$ cat src/rtl/mem_stage.sv
// Memory-access stage: registers the EX->MEM bus, completes loads from the data SRAM and drives the WB and forwarding buses.
// Build option: define MEM_ALIGN_CHECK_EN to flag misaligned halfword/word loads on excp_ale.
module mem_stage #(
    parameter int EX_TO_MEM_WD = 81,
    parameter int MEM_TO_WB_WD = 70,
    parameter int FWD_WD       = 38
) (
    input  logic                    clk,
    input  logic                    rst,
    input  logic [5:0]              stall,
    input  logic [EX_TO_MEM_WD-1:0] ex_to_mem_bus,
    input  logic [31:0]             data_sram_rdata,
    input  logic                    data_sram_data_ok,
    output logic                    stallreq,
    output logic [MEM_TO_WB_WD-1:0] mem_to_wb_bus,
    output logic [FWD_WD-1:0]       mem_to_id_bus,
    output logic                    excp_ale,
    output logic [1:0]              state_dbg
);

    typedef enum logic [1:0] {IDLE = 2'd0, WAIT = 2'd1, HELD = 2'd2} state_t;

    state_t                  state;
    logic [EX_TO_MEM_WD-1:0] r;
    logic [31:0]             rdata_buf;

    logic [4:0]  mem_op;
    logic [31:0] pc;
    logic        data_ram_en;
    logic [3:0]  data_ram_wen;
    logic        sel_rf_res;
    logic        rf_we;
    logic [4:0]  rf_waddr;
    logic [31:0] ex_result;

    assign {mem_op, pc, data_ram_en, data_ram_wen, sel_rf_res, rf_we, rf_waddr, ex_result} = r;

    logic is_load;
    logic is_load_eff;
    assign is_load = data_ram_en & (data_ram_wen == 4'd0) & (mem_op != 5'd0);

`ifdef MEM_ALIGN_CHECK_EN
    logic misaligned;
    assign misaligned  = ((mem_op[2] | mem_op[1]) & ex_result[0]) | (mem_op[0] & (ex_result[1:0] != 2'd0));
    assign excp_ale    = is_load & misaligned;
    assign is_load_eff = is_load & ~misaligned;
`else
    assign excp_ale    = 1'b0;
    assign is_load_eff = is_load;
`endif

    // Handshake: data_sram_data_ok is a one-cycle valid for data_sram_rdata with no ready back;
    // MEM cannot refuse data, so a stalled pipeline parks it in rdata_buf (HELD) until stall[3] drops.
    assign stallreq  = is_load_eff & ~data_sram_data_ok & (state != HELD);
    assign state_dbg = state;

    always_ff @(posedge clk) begin
        if (rst) begin
            r <= '0;
        end else if (!stall[3]) begin
            r <= ex_to_mem_bus;
        end else if (!stall[4]) begin
            r <= '0;
        end
    end

    always_ff @(posedge clk) begin
        if (rst) begin
            state     <= IDLE;
            rdata_buf <= 32'd0;
        end else if (!stall[3]) begin
            state <= IDLE;
        end else begin
            case (state)
                IDLE: begin
                    if (is_load_eff && !data_sram_data_ok) begin
                        state <= WAIT;
                    end else if (is_load_eff && data_sram_data_ok) begin
                        rdata_buf <= data_sram_rdata;
                        state     <= HELD;
                    end
                end
                WAIT: begin
                    if (data_sram_data_ok) begin
                        rdata_buf <= data_sram_rdata;
                        state     <= HELD;
                    end
                end
                HELD:    state <= HELD;
                default: state <= IDLE;
            endcase
        end
    end

    logic [31:0] raw;
    logic [7:0]  byte_v;
    logic [15:0] half_v;
    logic [31:0] load_data;

    assign raw = data_sram_data_ok ? data_sram_rdata : rdata_buf;

    always_comb begin
        byte_v    = raw[{ex_result[1:0], 3'b000} +: 8];
        half_v    = ex_result[1] ? raw[31:16] : raw[15:0];
        load_data = raw;
        if (mem_op[4])      load_data = {{24{byte_v[7]}}, byte_v};
        else if (mem_op[3]) load_data = {24'd0, byte_v};
        else if (mem_op[2]) load_data = {{16{half_v[15]}}, half_v};
        else if (mem_op[1]) load_data = {16'd0, half_v};
    end

    logic [31:0] rf_wdata;
    logic        rf_we_out;
    assign rf_wdata  = sel_rf_res ? load_data : ex_result;
    // Suppressing the write while the load is outstanding keeps ID from forwarding stale data.
    assign rf_we_out = rf_we & ~stallreq & ~excp_ale;

    assign mem_to_wb_bus = {pc, rf_we_out, rf_waddr, rf_wdata};
    assign mem_to_id_bus = {rf_we_out, rf_waddr, rf_wdata};

    logic unused_stall;
    assign unused_stall = ^{stall[5], stall[2:0]};

endmodule

$ cat config.mk
export PLATFORM = sky130hd
export DESIGN_NAME = mem_stage
export DESIGN_NICKNAME = d
export VERILOG_FILES = /design/src/rtl/mem_stage.sv
export SDC_FILE = /design/constraint.sdc
export NUM_CORES = 1
export LEC_CHECK = 0
export CAP_MARGIN = 20
export CORE_MARGIN = 1.5
export CORE_UTILIZATION = 38
export CTS_CLUSTER_SIZE = 14
export DETAILED_ROUTE_END_ITERATION = 7
export PLACE_DENSITY = 0.68
export SETUP_SLACK_MARGIN = 0.2
export SYNTH_ARGS = -nofsm -noshare
export SYNTH_HDL_FRONTEND = slang
export SYNTH_SLANG_ARGS = --single-unit
$ cat constraint.sdc
create_clock -name clk -period 3.9 [get_ports clk]
set_input_delay 0.78 -clock clk [delete_from_list [all_inputs] [get_ports clk]]
set_output_delay 0.78 -clock clk [all_outputs]
set_load 0.05 [all_outputs]
==> summary.txt, run 1 <==
Detailed routing
  – Post-Route M1 WL: 10440 um
  – Via count of the routed design: 7164
  – Routed met3 length: 1754 um
  – Met2 wire length: 11040 um
  – Number of detailed-routing iterations run before antenna repair: 5
  – Sum of routed wire length over all layers: 23500 um
  – Drt via density: 5.502
  – Mean routed wirelength per cell: 18.05 um
  – Iter 0 DRT Violations: 563
  – Remaining number of nets flagged by the antenna check after routing: 0
  – Topmost layer with routed signal wires: met5
  – DRC violation count after routing: 0

STA
  – Final period demand of the worst path: 3.701 ns
  – Finish-stage setup viols: 0
  – Setup TNS: 0 ns
  – Unrepaired setup endpoints after global routing: yes
  – Max frequency: 270.2 MHz
  – Final Hold Fails: 0
  – Worst rel slew slack: between 40% and 50%
  – Share of the clock period used by the worst path: 94.90%
  – Worst-margin pin slew: 0.8438 ns
  – Final number of max-transition violations: 0
  – Post-route clock skew: 0.01005 ns

Clock network
  – Level count of the clock H-tree: 4
  – Maximum buffer depth of the clock tree: 2
  – CTS buffer count: 17
  – Sink Count: 115
  – Insertion delay to the later sink of the worst-skew pair: around 0.42 ns
  – Root buffer cell: sky130_fd_sc_hd__clkbuf_16
  – Clock tree from TritonCTS: done
  – Clock-pin slew of the registers on the worst-case setup and hold paths: 0.06 ns
  – Post-CTS repair timing setup buffer count: 0

Global routing
  – Initial antenna violation count: 1
  – Total global-route track usage: ~23%
  – Vias in the first global route: 6224
  – Global-route wire length before repair: 35760 um
  – Largest net degree at the start of global routing: 89
  – Remaining global-route overflow: 0

Place
  – Area of placed instances: 0.009579 mm^2
  – PortBufs: ~230
  – HPWL after detailed placement: around 16000 um
  – GP Congestion: between 0.8 and 0.9

Die
  – Area of the placeable core: 0.01896 mm^2
  – Initial Utilization: 39.14%
  – Vertical extent of the die: 142.7 um
  – Boundary pin count: between 200 and 250
  – Site row count: 50
  – Die area: between 0.02 and 0.025 mm^2
  – Die span in x: ~140 um

Worst setup path
  – Crit. End Element: primary output
  – Sequence of cells on the critical path: clkdlybuf4s50_1 > mux2i_1 > mux4_2 > o221ai_2 > buf_4 > o22a_1 > buf_12
  – Critical Setup Path Class: input pin to primary output
  – Endpoint arrival time on the critical path: 2.92 ns
  – Kind of launch point of the worst setup path: input pin
  – Reg2Reg Setup Slack: 1.58 ns
  – Peak per-stage delay on the critical path: just under 0.6 ns
  – Critical Path Slowest Stage Cell: sky130_fd_sc_hd__clkdlybuf4s50_1
  – Crit path max fanout: 13
  – Worst Path Buf+Inv: 3
  – Cell type group with the largest total delay on the critical path: buffers and inverters
  – Required arrival time at the worst endpoint: 3.12 ns

Layout
  – FILL cells: 1733
  – Inserted Diodes: 0
  – Area growth from synthesis to layout: 37.07%
  – Total number of nets in the final design: 1155
  – Share of post-route cells with drive strength above 1: approximately 16%
  – Final design area excluding fillers: 0.01017 mm^2

Yosys
  – Number of nets produced by synthesis: 1051
  – Library cells used by synthesis: 42
  – Share of synthesized area occupied by flip-flops and latches: 31.03%
  – Most frequently used cell type in the post-synthesis netlist: sky130_fd_sc_hd__dfxtp_1
  – Yosys warnings: 0
  – Ranking of synthesized cells by instance count: sky130_fd_sc_hd__dfxtp_1, sky130_fd_sc_hd__a21oi_1, sky130_fd_sc_hd__nand2_1, sky130_fd_sc_hd__nand2b_1, sky130_fd_sc_hd__nand3_1
  – Fraction of post-synthesis cell area in the top cell type by area: slightly above 30%
  – Proportion of synthesized flip-flops having asynchronous set or reset: 0%
  – Post-synthesis cell count: 925
  – Cell taking the most area after synthesis: sky130_fd_sc_hd__dfxtp_1
  – Synthesized area divided by synthesized cell count: 8.021 um^2
  – Top cells by area, synth: sky130_fd_sc_hd__dfxtp_1, sky130_fd_sc_hd__buf_4, sky130_fd_sc_hd__nand2b_1
  – Yosys reg bits: between 100 and 150
  – Area of the mapped netlist: 0.007420 mm^2
  – EDFF count, synth: 0
  – Ys flop type: sky130_fd_sc_hd__dfxtp_1

Run status
  – Outcome: complete, no violations

Hold path
  – Path category of the worst min-delay check: register to register

Pwr
  – Worst VDD drop: 286.6 uV
  – Leakage dissipation: 3.940 nW
  – Power density over the cells: 379.1 mW/mm^2

Flow run
  – Max-capacitance violation count: 0
power breakdown:
group          switching (W)  internal, W  leakage [nW]
Clock               0.000624     0.000919         0.281
Sequential         0.0000388      0.00123         0.942
Combinational       0.000611     0.000432          2.72
cell usage in the layout (no fill, tap or decap), drive strengths merged, types with 3 or more instances in the layout:
master         synthesis  layout
clkdlybuf4s50          0     159
dfxtp                115     115
buf                  100      96
a21oi                 91      91
nand2                 87      87
nand2b                82      82
nand3                 81      81
mux2i                 48      48
nor3b                 32      32
and3                  32      32
a41oi                 32      32
o311ai                32      32
nor2                  29      29
clkbuf                71      19
o22a                  17      17
inv                   10      15
mux4                   9       9
o21ai                  9       9
and2                   7       7
a311oi                 6       6
clkinv                 1       6
o22ai                  6       6
mux2                   5       5
ha                     4       4
nor2b                  3       3
sequential cells by signal, indices dropped and copies added (netlist names):
name and cells:
r 81, rdata_buf 32, state_dbg 2
metal layers:
metal  vias to the layer above  track usage, %
met1                      3428           31.57
met5                         -               0
li1                       3452               -
met2                       263           35.33
met4                         2           4.829
met3                        19           5.030
cell families after synthesis:
kind of cell	after synthesis	share of synthesized area [%]
flops	115	31.03
compound gates	202	18.90
mux	62	9.966
buf+inv	182	13.76
simple gates	359	25.62
other cells	1	0.05054
fa+ha+maj	4	0.6746
tightest hold or removal path, cell delays in order (launching register included):
cell and delay (ns):
sky130_fd_sc_hd__dfxtp_1 0.30, sky130_fd_sc_hd__nand3_1 0.06, sky130_fd_sc_hd__a21oi_1 0.05
final timing paths:
kind                                           from                   endpoint  cells after the start
worst min-delay path             r[71]$_SDFFE_PP0P_         r[71]$_SDFFE_PP0P_                      2
worst max register to register   r[80]$_SDFFE_PP0P_  rdata_buf[8]$_SDFFE_PP0P_                      5
worst min register to register   r[71]$_SDFFE_PP0P_         r[71]$_SDFFE_PP0P_                      2
worst max-delay path            data_sram_rdata[15]          mem_to_id_bus[23]                      7
layout make-up:
| type | count | area (um^2) | area share [%] |
|---|---|---|---|
| Clock inverter | 13 | 125.1 | 1.230 |
| Sequential cell | 115 | 2302 | 22.64 |
| Multi-Input combinational cell | 628 | 4165 | 40.96 |
| Timing Repair Buffer | 256 | 2758 | 27.12 |
| Clock buffer | 19 | 452.9 | 4.454 |
| Tap cell | 260 | 325.3 | 3.199 |
| Inverter | 11 | 41.29 | 0.4060 |
repair_timing:
| item | in CTS | in global routing |
|---|---|---|
| setup endpoints to repair | 7 | 20 |
| hold buffers | 0 | 0 |
| resized for setup | 4 | 5 |
through the flow:
| step | setup slack (ns) | util, % | hold slack, ns | power [W] | std cells |
|---|---|---|---|---|---|
| floorplan | 0.2169 | - | 0.4434 | 0.001950 | 925 |
| global placement | 0.2169 | 50.53 | 0.4519 | 0.002326 | 1270 |
| detailed placement | 0.1965 | 50.53 | 0.4580 | 0.002334 | 1270 |
| CTS | 0.2023 | 53.61 | 0.4660 | 0.003882 | 1302 |
| global route | 0.1314 | 53.65 | 0.4831 | 0.003992 | 1302 |
| finish | 0.1988 | 53.65 | 0.4621 | 0.003856 | 1302 |
No activity file was read; power rests on OpenSTA's default activity.
==> inputs of run 2 (changes only) <==
--- a/config.mk
+++ b/config.mk
@@ -5,6 +5,7 @@
 export SDC_FILE = /design/constraint.sdc
 export NUM_CORES = 1
 export LEC_CHECK = 0
+export ABC_CLOCK_PERIOD_IN_PS = 3900
 export CAP_MARGIN = 20
 export CORE_MARGIN = 1.5
 export CORE_UTILIZATION = 38
==> results of run 2 <==
No change in the layout: final DEF, timing and power equal those of run 1.
